===== config.mk =====
export PLATFORM = sky130hd
export DESIGN_NAME = alu_muldiv
export DESIGN_NICKNAME = d
export VERILOG_FILES = /design/src/rtl/alu_muldiv_pkg.sv /design/src/rtl/alu_muldiv_div.sv /design/src/rtl/alu_muldiv.sv
export SDC_FILE = /design/constraint.sdc
export NUM_CORES = 2
export LEC_CHECK = 0
export ABC_AREA = 1
export CAP_MARGIN = 5
export CELL_PAD_IN_SITES_DETAIL_PLACEMENT = 0
export CELL_PAD_IN_SITES_GLOBAL_PLACEMENT = 1
export CORE_MARGIN = 8
export CORE_UTILIZATION = 51
export DETAILED_ROUTE_END_ITERATION = 10
export PLACE_DENSITY_LB_ADDON = 0.25
export SLEW_MARGIN = 40
export SYNTH_ARGS = -nofsm -noshare
export SYNTH_HDL_FRONTEND = slang
export SYNTH_SLANG_ARGS = --single-unit

===== constraint.sdc =====
create_clock -name ctrl -period 15.4 [get_ports ctrl]
set_clock_uncertainty 0.05 [all_clocks]
set_input_delay 3.08 -clock ctrl [delete_from_list [all_inputs] [get_ports ctrl]]
set_output_delay 3.08 -clock ctrl [all_outputs]
set_load 0.005 [all_outputs]

===== src/rtl/alu_muldiv_pkg.sv =====
// Shared types for the multiply/divide unit.
// util_control_t : clock/reset bundle handed to every block.
// alu_func_t     : operation codes, including the multiply/divide, HI/LO move and
//                  accumulate codes. Accumulate codes decode to no-op unless
//                  ALU_MULDIV_MADD_EN is defined.
package alu_muldiv_pkg;

   typedef struct packed {
      logic clock;
      logic reset;
   } util_control_t;

   typedef enum logic [3:0] {
      FUNC_NONE  = 4'd0,
      FUNC_MULT  = 4'd1,
      FUNC_MULTU = 4'd2,
      FUNC_DIV   = 4'd3,
      FUNC_DIVU  = 4'd4,
      FUNC_MFHI  = 4'd5,
      FUNC_MFLO  = 4'd6,
      FUNC_MTHI  = 4'd7,
      FUNC_MTLO  = 4'd8,
      FUNC_MADD  = 4'd9,
      FUNC_MADDU = 4'd10,
      FUNC_MSUB  = 4'd11,
      FUNC_MSUBU = 4'd12
   } alu_func_t;

endpackage


===== src/rtl/alu_muldiv_div.sv =====
// Restoring radix-2 divider, one quotient bit per cycle.
// Ports: clk, reset (sync, active-high), start (one-cycle launch, captures
// operands), is_signed, dividend, divisor; done pulses in the cycle quotient and
// remainder hold the final (sign-corrected) result, DATA_W cycles after start.
module alu_muldiv_div
   import alu_muldiv_pkg::*;
#(
   parameter int unsigned DATA_W = 32
)(
   input  logic              clk,
   input  logic              reset,
   input  logic              start,
   input  logic              is_signed,
   input  logic [DATA_W-1:0] dividend,
   input  logic [DATA_W-1:0] divisor,
   output logic              done,
   output logic [DATA_W-1:0] quotient,
   output logic [DATA_W-1:0] remainder
);

   localparam int unsigned CNT_W = $clog2(DATA_W);

   logic              active;
   logic [CNT_W-1:0]  cnt;
   logic [DATA_W-1:0] rem, dq, dvs, dvd_raw;
   logic              neg_q, neg_r, div_zero;
   logic              dvd_neg, dvs_neg;
   logic [DATA_W-1:0] dvd_abs, dvs_abs;
   logic [DATA_W:0]   shifted, diff;
   logic              q_bit;
   logic [DATA_W-1:0] rem_next, dq_next;

   // Operand magnitudes for the unsigned core
   always_comb begin
      dvd_neg = is_signed & dividend[DATA_W-1];
      dvs_neg = is_signed & divisor[DATA_W-1];
      dvd_abs = dvd_neg ? -dividend : dividend;
      dvs_abs = dvs_neg ? -divisor : divisor;
   end

   // One restoring step; dq shifts dividend bits out the top and quotient bits in
   always_comb begin
      shifted  = {rem, dq[DATA_W-1]};
      diff     = shifted - {1'b0, dvs};
      q_bit    = ~diff[DATA_W];
      rem_next = q_bit ? diff[DATA_W-1:0] : shifted[DATA_W-1:0];
      dq_next  = {dq[DATA_W-2:0], q_bit};
   end

   // Control: iteration counter and completion pulse
   always_ff @(posedge clk) begin
      if (reset) begin
         active <= 1'b0;
         done   <= 1'b0;
         cnt    <= '0;
      end else begin
         done <= 1'b0;
         if (start) begin
            active <= 1'b1;
            cnt    <= '0;
         end else if (active) begin
            cnt <= cnt + CNT_W'(1);
            if (cnt == CNT_W'(DATA_W - 1)) begin
               active <= 1'b0;
               done   <= 1'b1;
            end
         end
      end
   end

   // Datapath; the last step folds in sign fixup and the divide-by-zero result
   always_ff @(posedge clk) begin
      if (start) begin
         rem      <= '0;
         dq       <= dvd_abs;
         dvs      <= dvs_abs;
         dvd_raw  <= dividend;
         neg_q    <= dvd_neg ^ dvs_neg;
         neg_r    <= dvd_neg;
         div_zero <= (divisor == '0);
      end else if (active) begin
         rem <= rem_next;
         dq  <= dq_next;
         if (cnt == CNT_W'(DATA_W - 1)) begin
            if (div_zero) begin
               quotient  <= '1;
               remainder <= dvd_raw;
            end else begin
               quotient  <= neg_q ? -dq_next : dq_next;
               remainder <= neg_r ? -rem_next : rem_next;
            end
         end
      end
   end

endmodule


===== src/rtl/alu_muldiv.sv =====
// Multiply/divide unit with HI/LO result registers.
// Ports: ctrl (clock, sync active-high reset), valid/func/data1/data2 request,
// result (Mfhi/Mflo read data, combinational on acceptance), busy, done.
// Optional feature: ALU_MULDIV_MADD_EN enables Madd/Maddu/Msub/Msubu.
module alu_muldiv
   import alu_muldiv_pkg::*;
#(
   parameter int unsigned DATA_W    = 32,
   parameter int unsigned MUL_DELAY = 2
)(
   input  util_control_t     ctrl,
   input  logic              valid,
   input  alu_func_t         func,
   input  logic [DATA_W-1:0] data1,
   input  logic [DATA_W-1:0] data2,
   output logic [DATA_W-1:0] result,
   output logic              busy,
   output logic              done
);

   localparam int unsigned PROD_W = 2 * DATA_W;
   localparam int unsigned CNT_W  = (MUL_DELAY > 1) ? $clog2(MUL_DELAY) : 1;

   typedef enum logic [1:0] {ST_IDLE, ST_MUL, ST_DIV} state_t;

   state_t            state;
   logic [DATA_W-1:0] hi, lo;
   logic [CNT_W-1:0]  cnt;
   logic [PROD_W-1:0] pipe [MUL_DELAY];
   logic [PROD_W-1:0] mul_a, mul_b, product, mul_final;
   logic              accept, mul_start, mul_signed, div_start;
   logic              div_done;
   logic [DATA_W-1:0] div_q, div_r;
`ifdef ALU_MULDIV_MADD_EN
   logic              acc_en, acc_sub;
   logic              acc_en_d, acc_sub_d;
`endif

   // Request decode; busy is low only in IDLE, so acceptance implies IDLE
   always_comb begin
      accept     = valid & ~busy & ~ctrl.reset;
      mul_start  = 1'b0;
      mul_signed = 1'b0;
      div_start  = 1'b0;
`ifdef ALU_MULDIV_MADD_EN
      acc_en_d   = 1'b0;
      acc_sub_d  = 1'b0;
`endif
      case (func)
         FUNC_MULT: begin
            mul_start  = accept;
            mul_signed = 1'b1;
         end
         FUNC_MULTU: mul_start = accept;
`ifdef ALU_MULDIV_MADD_EN
         FUNC_MADD, FUNC_MSUB: begin
            mul_start  = accept;
            mul_signed = 1'b1;
            acc_en_d   = 1'b1;
            acc_sub_d  = (func == FUNC_MSUB);
         end
         FUNC_MADDU, FUNC_MSUBU: begin
            mul_start  = accept;
            acc_en_d   = 1'b1;
            acc_sub_d  = (func == FUNC_MSUBU);
         end
`endif
         FUNC_DIV, FUNC_DIVU: div_start = accept;
         default: ;
      endcase
   end

   // HI/LO read port
   always_comb begin
      result = '0;
      if (accept && func == FUNC_MFHI) result = hi;
      else if (accept && func == FUNC_MFLO) result = lo;
   end

   // Full-width product; sign/zero extension makes the 2W-bit truncation exact
   always_comb begin
      mul_a   = mul_signed ? {{DATA_W{data1[DATA_W-1]}}, data1} : {{DATA_W{1'b0}}, data1};
      mul_b   = mul_signed ? {{DATA_W{data2[DATA_W-1]}}, data2} : {{DATA_W{1'b0}}, data2};
      product = mul_a * mul_b;
   end

   // Product pipeline; only the entry launched at acceptance reaches the tail in time
   always_ff @(posedge ctrl.clock) begin
      if (mul_start) pipe[0] <= product;
      for (int unsigned i = 1; i < MUL_DELAY; i++) pipe[i] <= pipe[i-1];
   end

   // Value written to {HI,LO} at the end of a multiply
   always_comb begin
      mul_final = pipe[MUL_DELAY-1];
`ifdef ALU_MULDIV_MADD_EN
      if (acc_en) begin
         if (acc_sub) mul_final = {hi, lo} - pipe[MUL_DELAY-1];
         else         mul_final = {hi, lo} + pipe[MUL_DELAY-1];
      end
`endif
   end

   alu_muldiv_div #(.DATA_W(DATA_W)) u_div (
      .clk       (ctrl.clock),
      .reset     (ctrl.reset),
      .start     (div_start),
      .is_signed (func == FUNC_DIV),
      .dividend  (data1),
      .divisor   (data2),
      .done      (div_done),
      .quotient  (div_q),
      .remainder (div_r)
   );

   // Control FSM and HI/LO registers
   always_ff @(posedge ctrl.clock) begin
      if (ctrl.reset) begin
         state   <= ST_IDLE;
         hi      <= '0;
         lo      <= '0;
         cnt     <= '0;
         busy    <= 1'b0;
         done    <= 1'b0;
`ifdef ALU_MULDIV_MADD_EN
         acc_en  <= 1'b0;
         acc_sub <= 1'b0;
`endif
      end else begin
         done <= 1'b0;
         case (state)
            ST_IDLE: begin
               cnt <= '0;
               if (mul_start) begin
                  state   <= ST_MUL;
                  busy    <= 1'b1;
`ifdef ALU_MULDIV_MADD_EN
                  acc_en  <= acc_en_d;
                  acc_sub <= acc_sub_d;
`endif
               end else if (div_start) begin
                  state <= ST_DIV;
                  busy  <= 1'b1;
               end else if (accept && func == FUNC_MTHI) begin
                  hi <= data1;
               end else if (accept && func == FUNC_MTLO) begin
                  lo <= data1;
               end
            end
            ST_MUL: begin
               if (cnt == CNT_W'(MUL_DELAY - 1)) begin
                  {hi, lo} <= mul_final;
                  done     <= 1'b1;
                  busy     <= 1'b0;
                  state    <= ST_IDLE;
               end else begin
                  cnt <= cnt + CNT_W'(1);
               end
            end
            ST_DIV: begin
               if (div_done) begin
                  hi    <= div_r;
                  lo    <= div_q;
                  done  <= 1'b1;
                  busy  <= 1'b0;
                  state <= ST_IDLE;
               end
            end
            default: begin
               state <= ST_IDLE;
               busy  <= 1'b0;
            end
         endcase
      end
   end

endmodule


; ---- Word level (Yosys, flattened, before mapping)
; Memory sizes are Yosys's and may differ from the RTL's.
; Cells that the tools add are included.
[totals]
register_bits = 271
mem_bits_rw = 128
input_bits = 71
out_inout_bits = 34
wordCells = 122
mem_count = 1
[mem_list]
columns = memory, words, word_bits, rd, rd_ports_with_merged_regs, wr, line_no
row1 = pipe, 2, 64, 2, 0, 2, alu_muldiv.sv:29  ; logic [PROD_W-1:0] pipe [MUL_DELAY];
[classes]
add_sub_neg = 7
mul = 1
n_eq_ne = 19
muxes = 49
bitwise_logic = 10
reduce_logical = 17
[ops]
columns = cell, n
row1 = $mux 32, 21
row2 = $pmux 32 s3, 2
row3 = $mux 64, 2
row4 = $neg 32->32, 4
row5 = $mul 64x64->64, 1
row6 = $sub 33x32->33, 1
row7 = $logic_not 32->1, 1
row8 = $eq 4x3->1 const B, 4
row9 = $mux 1, 16
row10 = $ne 2x2->1 const B, 6
row11 = $eq 4x2->1 const B, 2
row12 = $mux 2, 4
row13 = $reduce_and 7->1, 1
row14 = $pmux 2 s3, 1
row15 = $reduce_and 3->1, 2
row16 = $reduce_and 6->1, 1
row17 = $reduce_or 2->1, 3
row18 = $add 5x1->5 const B, 1
row19 = $eq 5x5->1 const B, 1
row20 = $not 1->1, 5
row21 = $and 1x1->1, 4
row22 = $eq 4x1->1 const B, 1
row23 = $eq 4x4->1 const B, 1
row24 = $logic_and 1x1->1, 4
row25 = other kinds (12), 14

; ---- Logic depth before layout (Yosys ltp)
[logic_depth]
ltp_word = 9
ltp_mapped = 42
mapped_depth_nobuf = 41

; ---- Hierarchy
; From an unflattened synthesis, not the netlist that was laid out.
[unflattened]
hier_cells = 8302
area_unflattened_um2 = 69466.6
[by_module_without_submodules]
columns = module, n_inst, cells_each, area_each_um2
row1 = alu_muldiv, 1, 6590, 56162.6
row2 = alu_muldiv_div, 1, 1712, 13304.0

; ---- Worst setup path after synthesis
; OpenSTA, ideal clock, no wires.
[synth_path]
path_kind = input to register
from = in func[0]
to = mem pipe[0][62] (netlist name) (data pin)
arrival_time_ns = 11.719
setup_slack_ns = 3.371
stages = 34
path_cell_list = inv_1 -> nor2_1 -> inv_1 -> nor2_1 -> inv_1 -> clkbuf_1 -> buf_1 -> clkbuf_1 -> nor2_1 -> fa_1 -> inv_1 -> fa_1 -> inv_1 -> fa_1 -> inv_1 -> fa_1 -> fa_1 -> inv_1 -> fa_1 -> fa_1 -> inv_1 -> fa_1 -> inv_1 -> fa_1 -> inv_1 -> fa_1 -> inv_1 -> ha_1 -> clkbuf_1 -> nand4_1 -> nor3_1 -> nand4_1 -> nand2_1 -> xor2_1
[synth_rtl]
columns = element, line_no
row1 = start: declaration, alu_muldiv.sv:13  ; input alu_func_t func,
row2 = end: declaration, alu_muldiv.sv:29

==> flow_summary_export.csv <==
group,metric,value,unit
worst_setup_path,critPathCapture,"u_div.remainder[3]",
route,ant_nets,0,
worst_setup_path,crit_start,"ctrl[0]",
layout,finalNetCount,10200,
global_route,track_usage,32.9,%
floorplan,die_y,382,um
cts,cts_tree,"built",
logic_synthesis,yosys_warnings,0,
route,drtPass1Iterations,11,
logic_synthesis,ys_seq_area_share,15.0,%
outcome,status,"finished with violations",
floorplan,initial_utilization,51.4,%
sta,worst_pin_slew,6.04,ns
logic_synthesis,synth-edff-count,227,
route,wl_per_cell,23.5,um
global_route,grt_pass1_wl,361,mm
placement,gp_congestion,1.02,
sta,finalHoldViolations,7,
logic_synthesis,synth-seq-cells,399,
route,drt-initial-drc-count,5283,
worst_setup_path,worst-path-max-fanout,69,
floorplan,die_x,382,um
placement,numPortBuffers,103,
sta,fin_setup_tns,0,ns
layout,fillCellCount,12500,
layout,syn_to_final_growth,8.91,%
route,viasPerCell,5.36,
floorplan,num_rows,134,
worst_setup_path,regToRegStartpoint,"busy",
layout,postLayoutCoreUtil,56.0,%
route,routed-via-count,54700,
logic_synthesis,syn_inst,8127,
run,maxCapViolations,12,
placement,dp_hpwl,194,mm
cts,clk_latency,0.57,ns
worst_setup_path,critPathLaunchType,"clock port",
cts,clk_pin_slew_worst_paths,0.07,ns
worst_hold_path,min_path_type,"clk2reg",
worst_setup_path,ff2ff_setup_slack,7.47,ns
logic_synthesis,synthesis.area,0.0685,mm2
floorplan,ios,105,
floorplan,core,0.133,mm2
worst_setup_path,arrival,13.76,ns
layout,drive_above_1_share,4.92,%
layout,layout_common_cells,"2509 x inv_1, 1714 x nand2_1, 1419 x fa_1",
outcome,violations,"design-rule violations, negative hold slack, max-capacitance violations, max-slew violations",
route,wirelength,239,mm
worst_setup_path,critPathCaptureType,"flop",
global_route,overflow,0,
global_route,grt_max_degree,98,
logic_synthesis,synth_nets,9972,
floorplan,die_area,0.146,mm2
layout,final_common_cell,"inv_1",
worst_setup_path,r2r_end,"u_div.remainder[3]",
logic_synthesis,avgSynthCellArea,8.43,um2
logic_synthesis,synth-async-reset-ratio,0,%
sta,slew_violations,473,
cts,cts_setup_buffers,0,
route,route.detailed.drc,4,
worst_setup_path,path_class,"clk2reg",
logic_synthesis,yosysUniqueCellTypes,52,
global_route,grt_pass1_vias,60800,
logic_synthesis,synth_top_flop_cell,"edfxtp_1",
layout,multi_input_area,0.0482,mm2
sta,rsz0062_at_grt,"false",
global_route,antenna_found_initial,14,
worst_setup_path,worstPathRequired,15.03,ns
sta,setup_viol,0,
layout,ff_latch_area,0.0103,mm2
sta,relSlewSlack,-304,%
sta,holdWs,-0.304,ns
worst_setup_path,worstRegToRegCells,9,
[per-layer routing]
| metal | track usage, % | part of all wire (%) | vias up |
|---|---|---|---|
| met2 | 52.7 | 46 | 2598 |
| met4 | 12.0 | 3.3 | 4 |
| met3 | 9.06 | 9.8 | 409 |
| met5 | 0.231 | 0.011 | - |
| met1 | 43.0 | 41 | 27500 |
| li1 | - | - | 24100 |
[through the flow]
step	cells	hold slack [ns]	cell area, um2	setup WS [ns]
finish	10200	-0.304	74600	1.27
global route	10200	-0.307	74600	0.228
CTS	10200	-0.315	74600	0.455
detailed placement	9754	0.0191	71000	-1.21
global placement	9754	0.0191	71000	-1.21
floorplan	8127	0.266	68500	2.36
[flip-flops by register name, indices dropped and copies added, names as in the netlist, 2 cells and up]
register,cells
u_div.dq,32
u_div.dvd_raw,32
lo,32
hi,32
u_div.dvs,32
u_div.rem,32
pipe,128
u_div.remainder,32
u_div.cnt,5
state,2
u_div.quotient,32
[area by class of cell]
cell class / count / area share (%)
Clock buffer: 113 / 2.95
Antenna cell: 4 / 0.0134
Multi-Input combinational cell: 5041 / 64.6
Tap cell: 1768 / 2.97
Timing Repair Buffer: 185 / 1.84
Clock inverter: 355 / 2.15
Sequential cell: 399 / 13.8
Inverter: 2327 / 11.7
[cells by family (layout without fill, tap and decap cells)]
family / count (synthesis) / in the layout / share of synthesized area, %
buf+inv: 2693 / 2980 / 14.8
fa+ha+maj: 1774 / 1774 / 48.0
compound gates: 684 / 688 / 5.76
simple gates: 2389 / 2391 / 14.0
xor+xnor: 188 / 188 / 2.40
other cells: 0 / 4 / 0
flops: 399 / 399 / 15.0
[worst max-delay path: stages]
cell,delay (ns)
clkbuf_16,0.13
clkbuf_16,0.14
nor3_1,0.52
clkbuf_16,0.25
clkbuf_16,0.13
clkbuf_16,0.11
inv_1,0.14
a21oi_4,1.44
inv_1,0.10
nand2_1,0.98
nor2_1,2.08
[Yosys cell counts, types with 3 or more instances]
library cell	number	area [um2]
o31ai_1	7	52.6
a21boi_0	4	30.0
and3_1	5	31.3
inv_2	12	45.0
dfxtp_1	172	3440
o22ai_1	65	407
nand2_2	23	144
nor2_1	364	1370
buf_6	4	45.0
buf_1	70	263
xor2_1	114	998
nor4_1	11	68.8
clkinv_1	3	11.3
a31oi_1	16	100
a21oi_1	273	1370
edfxtp_1	227	6820
a21o_1	16	120
nand2_1	1714	6430
o21ai_0	184	921
a211oi_1	4	30.0
nand3_2	5	50.1
ha_1	354	4430
nand4_1	36	225
o211ai_1	9	67.6
nor2_2	9	56.3
nor3_2	3	30.0
or2_2	13	81.3
buf_4	3	22.5
nor3_1	50	250
xnor2_1	74	648
nand3_1	133	666
inv_1	2320	8710
o21a_1	6	45.0
a22o_1	64	561
clkbuf_1	275	1030
buf_2	5	25.0
o21ai_1	17	85.1
fa_1	1420	28400
nand2_4	6	67.6
o21bai_1	11	82.6
nand3b_1	12	90.1
[worst min path at each step]
stage | from | to | cells past startpoint
floorplan | ctrl[0] | state[0] | 2
global placement | ctrl[0] | cnt | 1
detailed placement | ctrl[0] | cnt | 1
CTS | ctrl[0] | state[0] | 3
global route | ctrl[0] | state[0] | 3
finish | ctrl[0] | state[0] | 3
[timing repair]
item,CTS,global route
hold buffers,0,0
resized for setup,3,0
endpoints found under the setup margin,274,0
Power is left out: the tool's default activity adds up to more than one toggle a clock period on the data nets, which glitch-free logic cannot reach.
